$ cat src/rtl/apb_protocol_monitor.sv
// Passive APB4 protocol monitor: classifies each bus sample, raises sticky violation
// flags and a one-cycle pulse, and keeps saturating transfer and error counters.
module apb_protocol_monitor #(
  parameter int unsigned ADDR_W     = 16,
  parameter int unsigned DATA_W     = 32,
  parameter int unsigned BASE_ADDR  = 32'h0000,
  parameter int unsigned NUM_REGS   = 16,
  parameter int unsigned REG_STRIDE = 32'h0040,
  parameter int unsigned TIMEOUT    = 3,
  parameter int unsigned CNT_W      = 8
) (
  input  logic                pclk_i,
  input  logic                preset_i,
  input  logic                pselx_i,
  input  logic                penable_i,
  input  logic                pwrite_i,
  input  logic                pready_i,
  input  logic                pslverr_i,
  input  logic [ADDR_W-1:0]   paddr_i,
  input  logic [DATA_W-1:0]   pwdata_i,
  input  logic [DATA_W/8-1:0] pstrb_i,
  input  logic                clr_i,
  output logic [5:0]          err_flags_o,
  output logic                err_pulse_o,
  output logic [CNT_W-1:0]    wr_cnt_o,
  output logic [CNT_W-1:0]    rd_cnt_o,
  output logic [CNT_W-1:0]    err_cnt_o,
  output logic [1:0]          mon_state_o
);

  localparam int unsigned StrbW = DATA_W / 8;
  localparam int unsigned WcntW = (TIMEOUT < 1) ? 1 : $clog2(TIMEOUT + 1);

  typedef enum logic [1:0] {
    StIdle   = 2'd0,
    StSetup  = 2'd1,
    StAccess = 2'd2
  } phase_e;

  phase_e             phase_q, phase_d;
  logic               pready_q;
  logic [WcntW-1:0]   wcnt_q, wcnt_d;
  logic               to_done_q, to_done_d;
  logic               armed_q, armed_d;
  logic [ADDR_W-1:0]  cap_addr_q, cap_addr_d;
  logic               cap_write_q, cap_write_d;
  logic [DATA_W-1:0]  cap_wdata_q, cap_wdata_d;
  logic [StrbW-1:0]   cap_strb_q, cap_strb_d;
  logic [5:0]         flags_q, flags_d;
  logic               pulse_q, pulse_d;
  logic [CNT_W-1:0]   wr_cnt_q, wr_cnt_d;
  logic [CNT_W-1:0]   rd_cnt_q, rd_cnt_d;
  logic [CNT_W-1:0]   err_cnt_q, err_cnt_d;

  logic               complete;
  logic               chk;
  logic               addr_hit;
  logic [5:0]         viol;
  logic [5:0]         viol_g;

  function automatic logic [CNT_W-1:0] sat_inc(input logic [CNT_W-1:0] c);
    return (&c) ? c : c + CNT_W'(1);
  endfunction

  always_comb begin
    phase_d = StIdle;
    if (pselx_i) phase_d = penable_i ? StAccess : StSetup;
  end

  assign complete = (phase_d == StAccess) && pready_i;
  // Checks come alive on the first IDLE sample after reset, including that sample.
  assign chk      = armed_q || (phase_d == StIdle);

  always_comb begin
    addr_hit = 1'b0;
    for (int unsigned k = 0; k < NUM_REGS; k++) begin
      if (paddr_i == ADDR_W'(BASE_ADDR + k * REG_STRIDE)) addr_hit = 1'b1;
    end
  end

  always_comb begin
    viol = '0;
    if (phase_d == StAccess) begin
      viol[0] = !((phase_q == StSetup) || ((phase_q == StAccess) && !pready_q));
      viol[1] = {cap_addr_q, cap_write_q, cap_wdata_q, cap_strb_q} !=
                {paddr_i, pwrite_i, pwdata_i, pstrb_i};
      viol[2] = !pready_i && (wcnt_q == WcntW'(TIMEOUT)) && !to_done_q;
      viol[4] = pready_i && !addr_hit && !pslverr_i;
      viol[5] = pready_i && !pwrite_i && (pstrb_i != '0);
    end else begin
      viol[0] = (phase_q == StSetup);
      viol[3] = (phase_q == StAccess) && !pready_q;
    end
  end

  assign viol_g = chk ? viol : '0;

  always_comb begin
    wcnt_d      = wcnt_q;
    to_done_d   = to_done_q;
    cap_addr_d  = cap_addr_q;
    cap_write_d = cap_write_q;
    cap_wdata_d = cap_wdata_q;
    cap_strb_d  = cap_strb_q;
    if (phase_d == StSetup) begin
      cap_addr_d  = paddr_i;
      cap_write_d = pwrite_i;
      cap_wdata_d = pwdata_i;
      cap_strb_d  = pstrb_i;
    end
    if ((phase_d == StSetup) || complete) begin
      wcnt_d    = '0;
      to_done_d = 1'b0;
    end else if (phase_d == StAccess) begin
      // Counter parks at TIMEOUT so the flag can only fire once per transfer.
      if (wcnt_q != WcntW'(TIMEOUT)) wcnt_d = wcnt_q + WcntW'(1);
      else                           to_done_d = 1'b1;
    end
  end

  always_comb begin
    flags_d   = (clr_i ? 6'b0 : flags_q) | viol_g;
    pulse_d   = |viol_g;
    wr_cnt_d  = clr_i ? '0 : wr_cnt_q;
    rd_cnt_d  = clr_i ? '0 : rd_cnt_q;
    err_cnt_d = clr_i ? '0 : err_cnt_q;
    if (chk && complete && pwrite_i)  wr_cnt_d = sat_inc(wr_cnt_d);
    if (chk && complete && !pwrite_i) rd_cnt_d = sat_inc(rd_cnt_d);
    if (|viol_g)                      err_cnt_d = sat_inc(err_cnt_d);
    armed_d = chk;
  end

  always_ff @(posedge pclk_i or posedge preset_i) begin
    if (preset_i) begin
      phase_q     <= StIdle;
      pready_q    <= 1'b0;
      wcnt_q      <= '0;
      to_done_q   <= 1'b0;
      armed_q     <= 1'b0;
      cap_addr_q  <= '0;
      cap_write_q <= 1'b0;
      cap_wdata_q <= '0;
      cap_strb_q  <= '0;
      flags_q     <= '0;
      pulse_q     <= 1'b0;
      wr_cnt_q    <= '0;
      rd_cnt_q    <= '0;
      err_cnt_q   <= '0;
    end else begin
      phase_q     <= phase_d;
      pready_q    <= pready_i;
      wcnt_q      <= wcnt_d;
      to_done_q   <= to_done_d;
      armed_q     <= armed_d;
      cap_addr_q  <= cap_addr_d;
      cap_write_q <= cap_write_d;
      cap_wdata_q <= cap_wdata_d;
      cap_strb_q  <= cap_strb_d;
      flags_q     <= flags_d;
      pulse_q     <= pulse_d;
      wr_cnt_q    <= wr_cnt_d;
      rd_cnt_q    <= rd_cnt_d;
      err_cnt_q   <= err_cnt_d;
    end
  end

  assign err_flags_o = flags_q;
  assign err_pulse_o = pulse_q;
  assign wr_cnt_o    = wr_cnt_q;
  assign rd_cnt_o    = rd_cnt_q;
  assign err_cnt_o   = err_cnt_q;
  assign mon_state_o = phase_q;

endmodule

$ cat config.mk
export PLATFORM = sky130hd
export DESIGN_NAME = apb_protocol_monitor
export DESIGN_NICKNAME = d
export VERILOG_FILES = /design/src/rtl/apb_protocol_monitor.sv
export SDC_FILE = /design/constraint.sdc
export NUM_CORES = 1
export LEC_CHECK = 0
export ABC_AREA = 1
export ABC_CLOCK_PERIOD_IN_PS = 2800
export CAP_MARGIN = 5
export CORE_UTILIZATION = 48
export DETAILED_ROUTE_END_ITERATION = 12
export PLACE_DENSITY_LB_ADDON = 0.3
export SYNTH_ARGS = -nofsm -noshare
export SYNTH_HDL_FRONTEND = slang
export SYNTH_SLANG_ARGS = --single-unit
$ cat constraint.sdc
create_clock -name pclk_i -period 2.8 [get_ports pclk_i]
set_input_delay 0.56 -clock pclk_i [delete_from_list [all_inputs] [get_ports pclk_i]]
set_output_delay 0.56 -clock pclk_i [all_outputs]
set_load 0.02 [all_outputs]
==> impl_metrics.csv, run 1 <==
group,metric,value,unit
outcome,status,"complete, no violations",
hold_path,hold_end,"err_flags_o[0]$_DFF_PP0_",
floorplan,core,9950,µm²
worst_setup_path,path_common_cell,"nand2_1",
grt,grt-busiest-layer,"met2",
yosys,synth_edf_count,0,
yosys,yosys_warnings,0,
timing,final.period_utilization,0.860,
drt,wire_per_inst,11.9,µm
floorplan,placementRows,36,
yosys,synth_seq_cells,91,
worst_setup_path,r2r_setup_slack,910,ps
placement,hpwl,8510,µm
yosys,synth_area_leaders,"dfrtp_1 45%, nand2_1 21%, inv_1 8.5%",
grt,antenna_found_initial,0,
cts,clock_latency,360,ps
worst_setup_path,cp_slowest_cell,"clkdlybuf4s50_1",
cts,cts_hold_buf,0,
timing,setup_viol_count_final,0,
cts,clk_pin_slew_worst_paths,90,ps
timing,layout_setup_ws,392,ps
cts,htreeDepth,3,
floorplan,io_pins,93,
power,vdd_drop_max,0.326,mV
floorplan,fp.dieW,104,µm
worst_setup_path,path_cells,"clkdlybuf4s50_1, inv_2, nand2_1, inv_1, ha_1, nand2_1, nor2_1, nand2_1, inv_1, nand2_1, inv_1, or2_2, nand2_1, nand2_1",
grt,overflow,0,
placement,preCtsSetupSlack,41.6,ps
worst_setup_path,r2r_end,"wr_cnt_o[1]$_DFF_PP0_",
flow_run,drv_cap,0,
finish,synthToLayoutAreaGrowth,26.4,%
drt,wirelength,11200,µm
timing,fin_crit,2410,ps
cts,clockRootBuffer,"clkbuf_8",
worst_setup_path,start_kind,"input port",
timing,finClkSkew,12.8,ps
drt,detail-route-antenna-nets,0,
power,p_per_area,484,nW/µm²
yosys,async_flop_share,1.00,
worst_setup_path,regToRegStartpoint,"wr_cnt_o[1]$_DFF_PP0_",
grt,grt_pass1_wl,19400,µm
timing,worst_pin_slew,674,ps
drt,vias_per_cell,4.79,
worst_setup_path,crit_fanout,8,
power,leakage,0.00326,µW
finish,antenna_cells,0,
hold_path,hold_path.class,"reg -> reg",
yosys,synthCells,708,
drt,first_pass_iters,5,
timing,grt_setup_unrepaired,"false",
yosys,ys_types,34,
yosys,yosysMostFrequentCell,"nand2_1",
floorplan,die_h,104,µm
timing,drv_slew,0,
timing,setup-tns-final,0,ps
worst_setup_path,cp-startpoint,"clr_i",
worst_setup_path,slowest_delay,620,ps
grt,grtUsageTotal,0.221,
finish,fillers,846,
hold_path,whs_path_depth,2,
timing,maxSlewHeadroom,0.550,
drt,drc,0,
timing,hold_viol_final,0,
yosys,ys_top_cells_by_count,"286 x nand2_1, 114 x inv_1, 91 x dfrtp_1, 52 x nor2_1, 51 x o21ai_0",
cts,cts.sinks,91,
floorplan,dieArea,10900,µm²
timing,max_freq,0.415,GHz
yosys,synth_top_area_share,0.453,
grt,grt_pass1_vias,4409,
yosys,seq_area_frac_synth,0.453,
cts,cts_setup_buffers,0,
yosys,synth_top_cell_by_area,"dfrtp_1",
cts,cts_tree,"done",
cts,cts_buffer_depth,2,
placement,gp_congestion,0.838,
worst_setup_path,setup.worst_path.class,"in -> reg",
yosys,ys.flop_type,"dfrtp_1",
yosys,syn_nets,772,
grt,grt_max_degree,49,
finish,fin_nets,868,
worst_setup_path,cp.required,3060,ps
finish,drive_gt1_frac,0.0556,
grt,gr-usage-met3,0.0470,
cts,cts_resized,0,
grt,grtUsageMet2,0.393,
drt,drt_iter0_drc,233,
worst_setup_path,worstPathArrival,2670,ps
worst_setup_path,reg2reg_depth,8,
cts,numCtsBuffers,9,
floorplan,initial_core_util,0.505,
worst_setup_path,end_kind,"register",
power,total_power,3070,µW
yosys,netlist_area,5020,µm²
placement,port-buffer-count,92,
grt,met1_usage,0.268,
drt,vias,4516,
hold_path,hold_start,"err_flags_o[0]$_DFF_PP0_",
yosys,avgSynthCellArea,7.10,µm²
==> logic make-up (layout without fill, tap and decap cells) <==
| kind of cell | Yosys count | count (layout) | synth area share |
|---|---|---|---|
| multiplexers | 1 | 1 | 0.00224 |
| AO/OA/AOI/OAI | 61 | 61 | 0.0645 |
| XOR/XNOR | 24 | 24 | 0.0418 |
| flip-flops | 91 | 91 | 0.453 |
| adder cells (fa/ha/maj) | 4 | 4 | 0.00996 |
| buffers and inverters | 133 | 234 | 0.101 |
| AND/OR/NAND/NOR | 394 | 394 | 0.327 |
==> where the power goes <==
group / switching [µW] / internal [µW] / total, µW
Sequential: 70.6 / 1430 / 1500
Combinational: 332 / 266 / 598
Clock: 465 / 505 / 970
Total: 868 / 2210 / 3070
==> worst max-delay path, delay by kind of cell <==
| family | cells | cell delay [ps] |
|---|---|---|
| buffers and inverters | 5 | 970 |
| and+or+nand+nor | 8 | 910 |
| adders and majority gates | 1 | 230 |
==> how the worst max path moves through the flow <==
stage | slack (ps) | depth (start not counted) | end
floorplan | 740 | 10 | wr_cnt_o[1]$_DFF_PP0_
global placement | 150 | 14 | err_cnt_o[2]$_DFF_PP0_
detailed placement | 40 | 14 | err_cnt_o[2]$_DFF_PP0_
CTS | 430 | 14 | err_cnt_o[2]$_DFF_PP0_
global route | 200 | 14 | err_cnt_o[1]$_DFF_PP0_
finish | 390 | 14 | err_cnt_o[2]$_DFF_PP0_
==> cell type report <==
cell class	instances	area, µm²	area share
well taps	133	166	0.0262
repair buffers	99	998	0.157
clock buffers	12	135	0.0213
flip-flops and latches	91	2280	0.359
inverters	119	453	0.0713
clock inverters	4	75.1	0.0118
multi-input cells	484	2250	0.354
==> stage by stage <==
| stage | area, µm² | utilization | hold WS (ps) | instances |
|---|---|---|---|---|
| after floorplan | 5030 | - | 461 | 708 |
| after global placement | 6140 | 0.617 | 468 | 926 |
| after detailed placement | 6140 | 0.617 | 465 | 926 |
| after CTS | 6350 | 0.638 | 490 | 942 |
| after global routing | 6350 | 0.638 | 526 | 942 |
| final | 6350 | 0.638 | 483 | 942 |
==> layer usage <==
| metal | wire [µm] | vias up | part of all wire |
|---|---|---|---|
| met3 | 629 | 10 | 0.056 |
| met2 | 5560 | 105 | 0.50 |
| li1 | - | 2326 | - |
| met4 | 106 | 0 | 0.0095 |
| met5 | 0 | - | 0 |
| met1 | 4890 | 2075 | 0.44 |
==> registers in the layout, indices dropped and copies added (netlist names) <==
signal       cells
cap_wdata_q     32
cap_addr_q      16
err_cnt_o        8
rd_cnt_o         8
wr_cnt_o         8
err_flags_o      6
cap_strb_q       4
mon_state_o      2
wcnt_q           2
armed_q          1
cap_write_q      1
err_pulse_o      1
pready_q         1
to_done_q        1
==> cells in the final DEF, fill, tap and decap left out, types with 2 or more instances in the layout <==
cell type and instances:
xnor2_1 13, nand2_1 286, nor3_2 3, clkbuf_8 9
clkbuf_1 3, nor2_1 51, nand2_2 3, ha_1 4
a31oi_1 2, xor2_1 11, clkdlybuf4s50_1 92, inv_2 4
bufinv_16 2, clkinvlp_4 3, inv_1 113, nor2_2 2
buf_4 5, nor2_4 4, buf_12 2, nand4_1 5
nand3_1 27, nor4_1 3, dfrtp_1 91, o21ai_0 51
a21oi_1 3, nand2_4 2, nor3_1 5
Power figures use the tool's default switching activity.
==> run 2, diff against run 1 <==
Settings changed: ABC_CLOCK_PERIOD_IN_PS 2800 to 2700, CORE_ASPECT_RATIO set to 1.1, CORE_UTILIZATION 48 to 50.
Clock period 2.8 ns to 2.7 ns, I/O delays scaled along.
==> impl_metrics.csv, run 2 (synthesized netlist as in run 1, its figures left out) <==
group,metric,value,unit
finish,largest_reg_flops,32,
worst_setup_path,reg2reg_depth,10,
drt,wire_per_inst,11.9,µm
timing,fin_crit,2240,ps
drt,first_pass_iters,4,
hold_path,hold_end,"err_flags_o[1]$_DFF_PP0_",
finish,final_common_cell,"nand2_1",
cts,numCtsBuffers,9,
timing,worst_pin_slew,561,ps
timing,grt_setup_unrepaired,"false",
drt,top_layer,"met4",
timing,maxSlewHeadroom,0.626,
worst_setup_path,end_kind,"register",
finish,reg.largest.list,"cap_wdata_q x32, cap_addr_q x16",
worst_setup_path,regToRegStartpoint,"rd_cnt_o[0]$_DFF_PP0_",
worst_setup_path,cp-startpoint,"clr_i",
finish,synthToLayoutAreaGrowth,25.7,%
floorplan,fp.dieW,97.6,µm
finish,finish.utilization,0.645,
grt,grt_max_degree,54,
timing,setup-tns-final,0,ps
cts,clk_pin_slew_worst_paths,90,ps
finish,fillers,871,
cts,cts_setup_buffers,0,
timing,setup_viol_count_final,0,
flow_run,drv_cap,0,
cts,clock_latency,360,ps
floorplan,die_h,107,µm
hold_path,hold_path.class,"reg -> reg",
hold_path,hold_start,"err_flags_o[1]$_DFF_PP0_",
grt,overflow,0,
worst_setup_path,r2r_setup_slack,930,ps
outcome,status,"complete, no violations",
worst_setup_path,cp.required,2940,ps
placement,hpwl,8510,µm
finish,top_register,"cap_wdata_q",
floorplan,placementRows,38,
drt,m1WireLength,4870,µm
timing,final.period_utilization,0.828,
grt,grt_pass1_vias,4363,
worst_setup_path,r2r_end,"rd_cnt_o[2]$_DFF_PP0_",
finish,fin_nets,872,
drt,detail-route-antenna-nets,0,
floorplan,dieArea,10500,µm²
worst_setup_path,start_kind,"input port",
finish,antenna_cells,0,
timing,drv_slew,0,
drt,drt_iter0_drc,233,
power,leakage,0.00327,µW
floorplan,initial_core_util,0.513,
drt,vias,4517,
grt,grt_pass1_wl,19200,µm
timing,max_freq,0.447,GHz
power,p_per_area,476,nW/µm²
placement,port-buffer-count,92,
cts,cts_hold_buf,0,
power,vdd_drop_max,0.277,mV
grt,antenna_found_initial,0,
finish,mostFrequentLayoutCells,"286 x nand2_1, 113 x inv_1, 92 x clkdlybuf4s50_1",
worst_setup_path,crit_fanout,12,
cts,cts_resized,0,
timing,hold_viol_final,0,
hold_path,whs_path_depth,2,
worst_setup_path,setup.worst_path.class,"in -> reg",
finish,drive_gt1_frac,0.0603,
grt,grtUsageTotal,0.230,
cts,cts.sinks,91,
cts,cts_buffer_depth,2,
cts,cts_tree,"done",
drt,drc,0,
cts,htreeDepth,3,
floorplan,io_pins,93,
drt,wirelength,11100,µm
timing,finClkSkew,11.7,ps
worst_setup_path,worstPathArrival,2470,ps
placement,gp_congestion,0.825,
cts,clockRootBuffer,"clkbuf_8",
drt,vias_per_cell,4.85,
drt,wl_met3,368,µm
drt,routed-wl-met2,5650,µm
floorplan,core,9790,µm²
==> run 2: through the flow <==
step	worst slack [ps]	instance area [µm²]	hold WS, ps	instances	power (µW)
5_1_grt	306	6310	500	932	3190
3_5_place_dp	91.0	6150	466	917	2220
2_1_floorplan	657	5030	461	708	1960
4_1_cts	474	6310	490	932	3030
6_report	463	6310	485	932	3010
3_3_place_gp	194	6150	465	917	2190
==> run 2: worst max-delay path by stage <==
| stage | to |
|---|---|
| finish | wr_cnt_o[1]$_DFF_PP0_ |
| global route | wr_cnt_o[1]$_DFF_PP0_ |
| CTS | wr_cnt_o[1]$_DFF_PP0_ |
| detailed placement | wr_cnt_o[1]$_DFF_PP0_ |
| global placement | rd_cnt_o[2]$_DFF_PP0_ |
| floorplan | wr_cnt_o[1]$_DFF_PP0_ |
==> run 2: cell type report <==
class	instances	area (µm²)	share of cell area
multi-input combinational	484	2250	0.356
clock inverter	3	15.0	0.00238
inverter	119	453	0.0717
tap	120	150	0.0238
timing repair buffer	103	1030	0.163
clock buffer	12	145	0.0230
sequential	91	2280	0.361
==> run 2: critical path, stage by stage <==
cell and delay [ps]:
clkdlybuf4s50_1 440, inv_2 180, nand2_1 130, inv_1 90
ha_1 150, inv_1 50, nor3_1 240, nand4_1 150
nand2_1 150, mux2_2 340
==> run 2: power breakdown <==
| group | total (µW) | leakage (µW) | switching, µW | internal [µW] |
|---|---|---|---|---|
| clock network | 819 | 0.0000860 | 467 | 352 |
| registers | 1560 | 0.00116 | 74.1 | 1490 |
| logic | 625 | 0.00203 | 348 | 277 |
| total | 3010 | 0.00327 | 889 | 2120 |
==> run 2: per-layer routing <==
layer,vias up,GRT usage
li1,2335,-
met1,2079,0.278
met2,92,0.411
met3,11,0.0456
met4,0,0.0725
met5,-,0
==> run 3, diff against run 2 <==
Settings changed: ABC_CLOCK_PERIOD_IN_PS 2700 to 2160.
Clock period 2.7 ns to 2.16 ns, I/O delays scaled along.
==> impl_metrics.csv, run 3 (synthesized netlist as in run 1, its figures left out) <==
group,metric,value,unit
worst_setup_path,cp.required,2450,ps
drt,drt_iter0_drc,193,
finish,synthToLayoutAreaGrowth,30.1,%
finish,stdcell_count,955,
finish,mostFrequentLayoutCells,"286 x nand2_1, 113 x inv_1, 92 x clkdlybuf4s50_1",
grt,grtUsageTotal,0.231,
finish,top_register,"cap_wdata_q",
drt,wirelength,11200,µm
worst_setup_path,setup.worst_path.class,"in -> reg",
floorplan,initial_core_util,0.513,
grt,grt_pass1_vias,4497,
finish,final_common_cell,"nand2_1",
drt,drc,0,
placement,dpl_cell_area,6330,µm²
floorplan,io_pins,93,
timing,worst_pin_slew,482,ps
grt,overflow,0,
finish,design_area,6540,µm²
power,p_per_area,592,nW/µm²
timing,hold_viol_final,0,
cts,clk_pin_slew_worst_paths,90,ps
cts,cts_hold_buf,0,
floorplan,placementRows,38,
worst_setup_path,crit_fanout,6,
floorplan,die_h,107,µm
cts,numCtsBuffers,9,
finish,reg.largest.list,"cap_wdata_q x32, cap_addr_q x16",
finish,fin_nets,895,
timing,setup_viol_count_final,0,
placement,hpwl,8680,µm
cts,htreeDepth,3,
timing,drv_slew,0,
worst_setup_path,r2r_setup_slack,430,ps
grt,grt_pass1_wl,19500,µm
timing,finClkSkew,6.00,ps
timing,holdWs,438,ps
cts,clockRootBuffer,"clkbuf_8",
power,leakage,0.00339,µW
worst_setup_path,worstPathArrival,2340,ps
cts,clock_latency,360,ps
worst_setup_path,end_kind,"register",
finish,largest_reg_flops,32,
drt,vias,4686,
drt,first_pass_iters,6,
timing,max_freq,0.487,GHz
floorplan,core,9790,µm²
power,vdd_drop_max,0.372,mV
worst_setup_path,start_kind,"input port",
outcome,status,"complete, no violations",
timing,maxSlewHeadroom,0.678,
cts,cts.sinks,91,
cts,cts_tree,"done",
timing,final.period_utilization,0.950,
grt,antenna_found_initial,0,
drt,detail-route-antenna-nets,0,
finish,drive_gt1_frac,0.0886,
finish,antenna_cells,0,
flow_run,drv_cap,0,
drt,vias_per_cell,4.91,
drt,wire_per_inst,11.8,µm
floorplan,dieArea,10500,µm²
timing,fin_crit,2050,ps
hold_path,hold_path.class,"in -> async",
placement,placed_cells,939,
grt,grt_max_degree,38,
floorplan,fp.dieW,97.6,µm
placement,gp_congestion,0.847,
finish,finish.utilization,0.667,
cts,cts_buffer_depth,2,
placement,port-buffer-count,92,
[run 3: cell types whose count changed in the layout (fill, tap and decap cells not counted), sizes merged]
cell | previous run | this run
clkinv | 3 | 0
clkinvlp | 1 | 2
buf | 11 | 34
clkbuf | 12 | 14
[run 3: routing by layer]
| layer | GRT usage | vias up | share of wire |
|---|---|---|---|
| met4 | 0.0956 | 0 | 0.026 |
| met3 | 0.0339 | 27 | 0.036 |
| met5 | 0 | - | 0 |
| li1 | - | 2377 | - |
| met2 | 0.408 | 115 | 0.50 |
| met1 | 0.285 | 2167 | 0.43 |
[run 3: worst paths after layout]
| check | from | to | depth (start not counted) |
|---|---|---|---|
| setup / recovery | clr_i | rd_cnt_o[4]$_DFF_PP0_ | 11 |
| hold / removal | preset_i | cap_wdata_q[5]$_DFFE_PP0P_ | 2 |
| setup reg to reg | rd_cnt_o[0]$_DFF_PP0_ | rd_cnt_o[4]$_DFF_PP0_ | 10 |
| hold reg to reg | err_flags_o[1]$_DFF_PP0_ | err_flags_o[1]$_DFF_PP0_ | 2 |
| max in group asynchronous | preset_i | cap_addr_q[9]$_DFFE_PP0P_ | 3 |
| min in group pclk_i | err_flags_o[1]$_DFF_PP0_ | err_flags_o[1]$_DFF_PP0_ | 2 |
[run 3: timing repair]
item,CTS,global route
resized for setup,0,3
setup buffers,0,1
setup endpoints to repair,0,9
[run 3: layout make-up]
class,instances,area [µm²]
Tap cell,120,150
Clock buffer,14,173
Clock inverter,1,7.51
Inverter,119,453
Timing Repair Buffer,126,1210
Sequential cell,91,2280
Multi-Input combinational cell,484,2260
Fill cell,814,3260
[run 3: power breakdown]
| part | internal, µW | leakage (µW) | switching [µW] | total, µW |
|---|---|---|---|---|
| sequential | 1860 | 0.00116 | 91.9 | 1950 |
| combinational | 371 | 0.00214 | 438 | 809 |
| clock | 509 | 0.0000888 | 600 | 1110 |
| total | 2740 | 0.00339 | 1130 | 3870 |
[run 3: per-stage QoR]
| stage | setup WS (ps) | total power, µW | TNS (ps) |
|---|---|---|---|
| floorplan | 225 | 2450 | 0 |
| global placement | -203 | 2760 | -2630 |
| detailed placement | -295 | 2800 | -4160 |
| CTS | 84.4 | 3910 | 0 |
| global route | -2.88 | 4100 | -2.88 |
| finish | 107 | 3870 | 0 |
[run 3: worst max-delay path, stage by stage]
cell and delay [ps]:
clkdlybuf4s50_1 460, buf_4 180, nor2_1 140, ha_1 180, inv_1 60, nor3_2 200, nand4_1 190, nor2_4 210
nor2_4 70, nand2_1 70, xor2_1 140
